### src/rtl/sram_arbiter_pkg.sv
// Shared CPU package for the SRAM arbiter: FSM states, access bundle and SRAM
// control encoding.
package sram_arbiter_pkg;

  localparam int WAIT_CYCLES_DEF = 2;
  localparam int SRAM_AW         = 20;
  localparam int CNT_W           = 3;

  typedef enum logic [1:0] {
    IDLE  = 2'd0,
    D_ACC = 2'd1,
    I_ACC = 2'd2,
    DONE  = 2'd3
  } arb_state_e;

  // Everything latched at grant time; the requester may change its inputs afterwards.
  typedef struct packed {
    logic               is_d;
    logic               we;
    logic [3:0]         be;
    logic [SRAM_AW-1:0] addr;
    logic [31:0]        wdata;
  } acc_req_t;

  typedef struct packed {
    logic       ce_n;
    logic       oe_n;
    logic       we_n;
    logic [3:0] be_n;
    logic       wdata_oe;
  } sram_ctl_t;

  localparam sram_ctl_t SRAM_IDLE = '{ce_n: 1'b1, oe_n: 1'b1, we_n: 1'b1,
                                      be_n: 4'hF, wdata_oe: 1'b0};

  function automatic logic [SRAM_AW-1:0] word_addr(input logic [31:0] a);
    return a[SRAM_AW+1:2];
  endfunction

endpackage

### src/rtl/sram_arbiter_if.sv
// CPU-side request ports and SRAM pin bundle seen by the arbiter.
interface sram_arbiter_if;
  import sram_arbiter_pkg::*;

  logic               if_req;
  logic [31:0]        if_addr;
  logic               if_gnt;
  logic               if_ack;
  logic [31:0]        if_rdata;

  logic               d_req;
  logic               d_we;
  logic [3:0]         d_be;
  logic [31:0]        d_addr;
  logic [31:0]        d_wdata;
  logic               d_gnt;
  logic               d_ack;
  logic [31:0]        d_rdata;

  logic               busy;

  logic [SRAM_AW-1:0] sram_addr;
  logic               sram_ce_n;
  logic               sram_oe_n;
  logic               sram_we_n;
  logic [3:0]         sram_be_n;
  logic [31:0]        sram_wdata;
  logic               sram_wdata_oe;
  logic [31:0]        sram_rdata;

  modport slave (
    input  if_req, if_addr, d_req, d_we, d_be, d_addr, d_wdata, sram_rdata,
    output if_gnt, if_ack, if_rdata, d_gnt, d_ack, d_rdata, busy,
           sram_addr, sram_ce_n, sram_oe_n, sram_we_n, sram_be_n,
           sram_wdata, sram_wdata_oe
  );

  modport master (
    output if_req, if_addr, d_req, d_we, d_be, d_addr, d_wdata, sram_rdata,
    input  if_gnt, if_ack, if_rdata, d_gnt, d_ack, d_rdata, busy,
           sram_addr, sram_ce_n, sram_oe_n, sram_we_n, sram_be_n,
           sram_wdata, sram_wdata_oe
  );

endinterface

### src/rtl/sram_arbiter_wait_counter.sv
// Access wait-state down-counter: load at grant, count down during the access,
// flag zero on the last access cycle.
module arb_wait_counter
  import sram_arbiter_pkg::*;
(
  input  logic             clk,
  input  logic             rst,
  input  logic             load,
  input  logic [CNT_W-1:0] load_val,
  input  logic             dec,
  output logic [CNT_W-1:0] cnt,
  output logic             zero
);

  always_ff @(posedge clk) begin
    if (rst)                    cnt <= '0;
    else if (load)              cnt <= load_val;
    else if (dec && cnt != '0)  cnt <= cnt - CNT_W'(1);
  end

  assign zero = (cnt == '0);

endmodule

### src/rtl/sram_arbiter.sv
// Two-port (fetch/data) arbiter onto one asynchronous SRAM; data has fixed
// priority and every access holds the bus for WAIT_CYCLES cycles.
module sram_arbiter
  import sram_arbiter_pkg::*;
#(
  parameter int WAIT_CYCLES = WAIT_CYCLES_DEF
) (
  input logic           clk,
  input logic           rst,
  sram_arbiter_if.slave bus
);

  arb_state_e       state, nxt;
  acc_req_t         acc;
  sram_ctl_t        ctl;
  logic [CNT_W-1:0] cnt;
  logic             zero;
  logic             in_acc;
  logic             d_gnt, if_gnt;
  logic [31:0]      if_rdata_q, d_rdata_q;

  assign in_acc = (state == D_ACC) || (state == I_ACC);

  arb_wait_counter u_cnt (
    .clk      (clk),
    .rst      (rst),
    .load     (d_gnt | if_gnt),
    .load_val (CNT_W'(WAIT_CYCLES - 1)),
    .dec      (in_acc),
    .cnt      (cnt),
    .zero     (zero)
  );

  // State register
  always_ff @(posedge clk) begin
    if (rst) state <= IDLE;
    else     state <= nxt;
  end

  // Next-state logic
  always_comb begin
    nxt = state;
    case (state)
      IDLE:         if (d_gnt) nxt = D_ACC; else if (if_gnt) nxt = I_ACC;
      D_ACC, I_ACC: if (zero) nxt = DONE;
      DONE:         nxt = IDLE;
      default:      nxt = IDLE;
    endcase
  end

  // Outputs: grants, acks, busy and SRAM controls
  always_comb begin
    d_gnt      = 1'b0;
    if_gnt     = 1'b0;
    bus.d_ack  = 1'b0;
    bus.if_ack = 1'b0;
    bus.busy   = (state != IDLE);
    ctl        = SRAM_IDLE;
    case (state)
      IDLE: if (!rst) begin
        d_gnt  = bus.d_req;
        if_gnt = bus.if_req & ~bus.d_req;
      end
      D_ACC, I_ACC: begin
        ctl.ce_n = 1'b0;
        ctl.be_n = ~acc.be;
        if (acc.we && state == D_ACC) begin
          ctl.we_n     = 1'b0;
          ctl.wdata_oe = 1'b1;
        end else begin
          ctl.oe_n     = 1'b0;
        end
      end
      DONE: begin
        bus.d_ack  = acc.is_d;
        bus.if_ack = ~acc.is_d;
      end
      default: ;
    endcase
  end

  // Request latch; sram_addr/sram_wdata come straight from here so they hold between accesses.
  always_ff @(posedge clk) begin
    if (rst)
      acc <= '0;
    else if (d_gnt)
      acc <= '{is_d: 1'b1, we: bus.d_we, be: bus.d_be,
               addr: word_addr(bus.d_addr), wdata: bus.d_wdata};
    else if (if_gnt)
      acc <= '{is_d: 1'b0, we: 1'b0, be: 4'hF,
               addr: word_addr(bus.if_addr), wdata: '0};
  end

  // Read data is captured on the last access cycle, per port; stores leave d_rdata alone.
  always_ff @(posedge clk) begin
    if (rst) begin
      if_rdata_q <= '0;
      d_rdata_q  <= '0;
    end else if (in_acc && zero) begin
      if (acc.is_d && !acc.we) d_rdata_q  <= bus.sram_rdata;
      else if (!acc.is_d)      if_rdata_q <= bus.sram_rdata;
    end
  end

  assign bus.d_gnt         = d_gnt;
  assign bus.if_gnt        = if_gnt;
  assign bus.if_rdata      = if_rdata_q;
  assign bus.d_rdata       = d_rdata_q;
  assign bus.sram_addr     = acc.addr;
  assign bus.sram_wdata    = acc.wdata;
  assign bus.sram_ce_n     = ctl.ce_n;
  assign bus.sram_oe_n     = ctl.oe_n;
  assign bus.sram_we_n     = ctl.we_n;
  assign bus.sram_be_n     = ctl.be_n;
  assign bus.sram_wdata_oe = ctl.wdata_oe;

endmodule

### src/flat_wrapper.sv
// flat-port wrapper written by rule: the top's interface ports become plain ports
module sram_arbiter_flat import sram_arbiter_pkg::*;
#(
  parameter int WAIT_CYCLES = WAIT_CYCLES_DEF
)
  (clk, rst, bus_if_req, bus_if_addr, bus_d_req, bus_d_we, bus_d_be, bus_d_addr, bus_d_wdata, bus_sram_rdata, bus_if_gnt, bus_if_ack, bus_if_rdata, bus_d_gnt, bus_d_ack, bus_d_rdata, bus_busy, bus_sram_addr, bus_sram_ce_n, bus_sram_oe_n, bus_sram_we_n, bus_sram_be_n, bus_sram_wdata, bus_sram_wdata_oe);
  sram_arbiter_if bus_i ();
  input logic clk;
  input logic rst;
  input wire logic [$bits(bus_i.if_req)-1:0] bus_if_req;
  input wire logic [$bits(bus_i.if_addr)-1:0] bus_if_addr;
  input wire logic [$bits(bus_i.d_req)-1:0] bus_d_req;
  input wire logic [$bits(bus_i.d_we)-1:0] bus_d_we;
  input wire logic [$bits(bus_i.d_be)-1:0] bus_d_be;
  input wire logic [$bits(bus_i.d_addr)-1:0] bus_d_addr;
  input wire logic [$bits(bus_i.d_wdata)-1:0] bus_d_wdata;
  input wire logic [$bits(bus_i.sram_rdata)-1:0] bus_sram_rdata;
  output wire logic [$bits(bus_i.if_gnt)-1:0] bus_if_gnt;
  output wire logic [$bits(bus_i.if_ack)-1:0] bus_if_ack;
  output wire logic [$bits(bus_i.if_rdata)-1:0] bus_if_rdata;
  output wire logic [$bits(bus_i.d_gnt)-1:0] bus_d_gnt;
  output wire logic [$bits(bus_i.d_ack)-1:0] bus_d_ack;
  output wire logic [$bits(bus_i.d_rdata)-1:0] bus_d_rdata;
  output wire logic [$bits(bus_i.busy)-1:0] bus_busy;
  output wire logic [$bits(bus_i.sram_addr)-1:0] bus_sram_addr;
  output wire logic [$bits(bus_i.sram_ce_n)-1:0] bus_sram_ce_n;
  output wire logic [$bits(bus_i.sram_oe_n)-1:0] bus_sram_oe_n;
  output wire logic [$bits(bus_i.sram_we_n)-1:0] bus_sram_we_n;
  output wire logic [$bits(bus_i.sram_be_n)-1:0] bus_sram_be_n;
  output wire logic [$bits(bus_i.sram_wdata)-1:0] bus_sram_wdata;
  output wire logic [$bits(bus_i.sram_wdata_oe)-1:0] bus_sram_wdata_oe;
  assign bus_i.if_req = bus_if_req;
  assign bus_i.if_addr = bus_if_addr;
  assign bus_i.d_req = bus_d_req;
  assign bus_i.d_we = bus_d_we;
  assign bus_i.d_be = bus_d_be;
  assign bus_i.d_addr = bus_d_addr;
  assign bus_i.d_wdata = bus_d_wdata;
  assign bus_i.sram_rdata = bus_sram_rdata;
  assign bus_if_gnt = bus_i.if_gnt;
  assign bus_if_ack = bus_i.if_ack;
  assign bus_if_rdata = bus_i.if_rdata;
  assign bus_d_gnt = bus_i.d_gnt;
  assign bus_d_ack = bus_i.d_ack;
  assign bus_d_rdata = bus_i.d_rdata;
  assign bus_busy = bus_i.busy;
  assign bus_sram_addr = bus_i.sram_addr;
  assign bus_sram_ce_n = bus_i.sram_ce_n;
  assign bus_sram_oe_n = bus_i.sram_oe_n;
  assign bus_sram_we_n = bus_i.sram_we_n;
  assign bus_sram_be_n = bus_i.sram_be_n;
  assign bus_sram_wdata = bus_i.sram_wdata;
  assign bus_sram_wdata_oe = bus_i.sram_wdata_oe;
  sram_arbiter #(.WAIT_CYCLES(WAIT_CYCLES)) u_core (.clk(clk), .rst(rst), .bus(bus_i));
endmodule
### config.mk
export PLATFORM = sky130hd
export DESIGN_NAME = sram_arbiter_flat
export DESIGN_NICKNAME = d
export VERILOG_FILES = /design/src/rtl/sram_arbiter_pkg.sv /design/src/rtl/sram_arbiter_if.sv /design/src/rtl/sram_arbiter_wait_counter.sv /design/src/rtl/sram_arbiter.sv /design/src/flat_wrapper.sv
export SDC_FILE = /design/constraint.sdc
export NUM_CORES = 1
export LEC_CHECK = 0
export ABC_AREA = 1
export BUFFER_PORTS_ARGS = -buffer_cell sky130_fd_sc_hd__buf_2
export CORE_ASPECT_RATIO = 1.2
export CORE_MARGIN = 8
export CORE_UTILIZATION = 46
export DETAILED_ROUTE_END_ITERATION = 10
export GPL_TIMING_DRIVEN = 0
export PLACE_DENSITY = 0.8
export SETUP_SLACK_MARGIN = 0.2
export SLEW_MARGIN = 20
export SYNTH_ARGS = -nofsm -noshare
export SYNTH_HDL_FRONTEND = slang
export SYNTH_SLANG_ARGS = --single-unit
### constraint.sdc
create_clock -name clk -period 1.7 [get_ports clk]
set_input_delay 0.51 -clock clk [delete_from_list [all_inputs] [get_ports clk]]
set_output_delay 0.51 -clock clk [all_outputs]
set_load 0.02 [all_outputs]
# == After elaboration in Yosys (flattened, before gate mapping) ==
# Index checks and enable logic that the tools add are counted.
# Widths: inputs -> output; s select.
# op_classes
n_addsub,1
n_eq_ne,5
mux,17
bitwise,6
reduce_logical,17
# ops
op,count
$mux 58,2
$mux 1,10
$mux 8,1
$mux 2,3
$pmux 2 s3,1
$reduce_bool 2->1,3
$eq 2x2->1 const B,2
$logic_and 1x1->1,4
$not 4->4,1
$reduce_and 2->1,2
$reduce_or 2->1,2
$logic_not 3->1,1
$ne 3x1->1 const B,1
$not 1->1,3
$reduce_and 3->1,1
$reduce_bool 3->1,1
$sub 3x1->3 const B,1
$eq 2x1->1 const B,1
$logic_not 2->1,1
$ne 2x1->1 const B,1
$and 1x1->1,1
$logic_not 1->1,1
$logic_or 1x1->1,1
$or 1x1->1,1
# totals
regBits,127
in_bits,137
word_cells,56

# == Logic depth before layout (Yosys ltp) ==
# depth
ltp_word,7
mapped_depth,10
depth_no_buf,10

# == Cells and area by module ==
# From an unflattened synthesis, not the netlist that was laid out.
# hier_totals
hier_cells,733
area_unflattened_um2,5425.2
# modules_own_cells
module,n_inst,cells_per_inst,area_each_um2
sram_arbiter,1,699,5223.8
arb_wait_counter,1,34,201.4

# == Worst setup path after synthesis ==
# No wires, ideal clock.
# synth_path
path_kind,register to output
from,register u_core.state[0]
to,output bus_sram_we_n
t_arrival_ps,1817
t_required_ps,1190
setup_slack_ps,-627
stages_incl_launch_ff,7
n_path_buf,1
cell_sequence,dfxtp_1 -> inv_1 -> ha_1 -> buf_2 -> inv_1 -> nor3_1 -> inv_1
# synth_between
elab_chain_len,4
elab_cells_between_ends,6
cone_classes,eq/ne (2); mux (2); reduce/logical (2)
# synth_rtl
item,line_no,text
start: declaration,sram_arbiter.sv:13,"arb_state_e state, nxt;"
start signal: assignment,sram_arbiter.sv:37,else state <= nxt;
$eq 2x1->1,"sram_arbiter.sv:59, sram_arbiter.sv:67",
$logic_and 1x1->1,sram_arbiter.sv:67,if (acc.we && state == D_ACC) begin
$mux 1,sram_arbiter.sv:67,
$mux 8 (*),sram_arbiter.sv:59,case (state)
end: declaration,flat_wrapper.sv:28,output wire logic [$bits(bus_i.sram_we_n)-1:0] bus_sram_we_n;
# Every way passes the cells marked *; elsewhere a longest branch is shown, timed or not.

# == Worst setup path after layout ==
# layout_path
from,register u_core.state[1]
to,output bus_sram_oe_n
# layout_between
elab_chain_len,4
elab_cells_between_ends,6
cone_classes,eq/ne (2); mux (2); reduce/logical (2)
# layout_rtl
item,line_no,text
$eq 2x1->1,"sram_arbiter.sv:59, sram_arbiter.sv:67",
$logic_and 1x1->1,sram_arbiter.sv:67,
$mux 1,sram_arbiter.sv:67,
$mux 8 (*),sram_arbiter.sv:59,
end: declaration,flat_wrapper.sv:27,output wire logic [$bits(bus_i.sram_oe_n)-1:0] bus_sram_oe_n;
# Marked as above.

==> out/metrics.yaml <==
status: "finished with violations"
violations: "negative setup slack"
crit_chain: "inv_4, ha_4, buf_8, buf_4, buf_12, o21ai_2, buf_6"
drt_iter0_drc: 363
hp-class: "in2reg"
drc: 0
area_growth_pct: 65.87
hold_viol: 0
grt_max_degree: 17
drive_gt1_share_pct: 57.07
ys_ff_latch: 127
ys_types: 28
synth_enable_flop_cells: 0
wl_um: 20400
slowest_delay_ns: 0.36
critPathLaunchType: "flip-flop"
grt_pass1_wl_um: 26830
peakVddDrop_mv: 1.590
setup_tns_ns: -17.49
worstMarginPinSlew_ns: 0.7181
relSlewSlack_pct: 52.12
port_buffers: 240
maxCapViolCount: 0
synth_top_area_cell: "dfxtp_1"
rsz0062_at_grt: "true"
ant_nets: 0
cts_buffers: 17
p_per_area_nw_per_um2: 2012
antenna_found_initial: 0
clk_latency_ns: 0.41
hold_ws_ns: 0.3068
io_pins: 266
via_per_inst: 4.883
syn_area_sq_um: 5451
wl_per_cell_um: 18.01
setup_viol: 76
core_sq_um: 11570
criticalPathCategory: "reg2out"
nets: 1109
ys_seq_area_share_pct: 46.64
fin_crit_sh_pct: 125.5
synth_flop_cell: "dfxtp_1"
crit_slowest_cell: "dfxtp_4"
cts.sinks: 127
htree_levels: 4
gp_congestion: 0.8239
first_global_vias: 5393
async_flop_share_pct: 0
track_usage_pct: 21.88
stdcell_count: 1133
slew_violations: 0
cts_tree: "done"
arrival_ns: 1.62
yosys-top-cells-area: "dfxtp_1, nor2_1, o21ai_0"
grt_overflow_total: 0
die_height_um: 135.3
hpwl_um: 12420
synth_nets: 813
postSynthCellCount: 670
vias: 5532
fin_crit_ns: 2.133
dr.pass1.iters: 5
final_area_sq_um: 9042
final_util_pct: 78.17
postSynthAreaPerCell_sq_um: 8.137
die_area_sq_um: 15600
skew_ns: 0.005091
clk_pin_slew_ns: 0.05
dp.cells: 1067
critPathBufInv: 5
ys_warn_count: 0
crit_path_end_kind: "output port"
fmax_mhz: 468.7
start_util_pct: 47.13
antenna_cells: 0
leakagePower_nw: 4.249
cp_max_fo: 7
setup_slack_ns: -0.4334
cp_data_required_time_ns: 1.19
placed_area_sq_um: 6898
cts-root-buf: "clkbuf_16"
die_w_um: 115.4
cts_max_path_buffers: 2
synth_top_area_share_pct: 46.64
std_cell_rows: 43
critical_path.top_delay_family: "buffers and inverters"
## flip-flops by register name, summed over array words and instances (netlist names)
signal	flops
u_core.acc	6
u_core.bus.sram_addr	20
u_core.u_cnt.cnt	3
u_core.bus.sram_wdata	32
u_core.state	2
u_core.bus.if_rdata	32
u_core.bus.d_rdata	32
## tightest hold or removal path: cells and delay by family
kind | cells | cell delay, ns
buffers and inverters | 1 | 0.07
AOI/OAI and AO/OA | 1 | 0.05
and+or+nand+nor | 1 | 0.04
## where the power goes
part           switching [mW]  internal (mW)  leakage (nW)
Clock                    1.27           2.24         0.277
Sequential              0.670           3.98          1.06
Combinational            5.19           4.85          2.91
## layer usage
metal / up-vias / global-route usage (%) / share of wire (%)
met5: - / 0 / 0
met4: 0 / 6.364 / 2.4
met3: 42 / 9.188 / 10
met2: 246 / 41.29 / 52
met1: 2591 / 20.86 / 35
li1: 2653 / - / -
## synth_stat cells, types with 2 or more instances
master	n
a21oi_1	4
buf_12	2
buf_2	5
buf_4	58
buf_6	11
clkbuf_1	12
dfxtp_1	127
ha_1	6
inv_1	72
inv_2	2
nand2_1	49
nand3_4	2
nor2_1	164
nor2_2	2
nor3_1	2
o21ai_0	97
o21ai_1	7
o21ai_2	20
o22ai_1	4
o22ai_2	16
## layout by cell type, fill, tap and decap left out, types with 5 or more instances in the layout
master / Yosys / routed
buf_12: 2 / 11
buf_2: 5 / 167
buf_4: 58 / 57
buf_6: 11 / 100
buf_8: 0 / 8
clkbuf_1: 12 / 8
clkbuf_16: 0 / 22
clkbuf_8: 0 / 5
dfxtp_1: 127 / 82
dfxtp_2: 0 / 44
inv_1: 72 / 63
inv_2: 2 / 5
nand2_1: 49 / 41
nand2_4: 1 / 7
nor2_1: 164 / 125
nor2_2: 2 / 22
nor2_4: 0 / 19
o21ai_0: 97 / 67
o21ai_1: 7 / 21
o21ai_2: 20 / 31
o21ai_4: 0 / 5
o22ai_2: 16 / 17
## stage by stage
| step | setup WS, ns | total power [mW] |
|---|---|---|
| floorplan | -0.1315 | 8.832 |
| global placement | -0.1214 | 10.57 |
| detailed placement | -0.1295 | 10.70 |
| CTS | -0.4802 | 16.65 |
| global route | -0.4891 | 19.09 |
| finish | -0.4334 | 18.19 |
## cells by family after synthesis
logic type,after synthesis,share of synthesized area [%]
AND/OR/NAND/NOR,224,16.82
buffers and inverters,163,17.58
AO/OA/AOI/OAI,149,17.40
flip-flops,127,46.64
adder cells (fa/ha/maj),6,1.377
multiplexers,1,0.1836
## final cells by class
class	instances	area (sq um)
fill	710	2525
sequential	127	2601
clock buffer	22	474.2
multi-input combinational	382	2366
timing repair buffer	275	2091
tap	157	196.4
clock inverter	7	87.58
inverter	75	321.6
buffer	88	904.6
## what timing repair did
action / in CTS / in global routing
cloned: 5 / 7
hold endpoints to repair: 0 / 0
pin swaps: 14 / 11
endpoints found under the setup margin: 112 / 185
gates resized for setup: 227 / 178
hold buffers: 0 / 0
setup buffers: 19 / 6
## path summary, 6_finish.rpt
kind / start / endpoint / slack, ns / cells past startpoint
worst max-delay path: u_core.state[1] / bus_sram_oe_n / -0.43 / 7
worst min-delay path: bus_d_wdata[16] / u_core.bus.sram_wdata[16] / 0.31 / 3
worst max register to register: u_core.state[0] / u_core.bus.d_rdata[11] / -0.39 / 10
worst min register to register: u_core.bus.sram_wdata[9] / u_core.bus.sram_wdata[9] / 0.46 / 2
(Power assumes the default switching activity.)
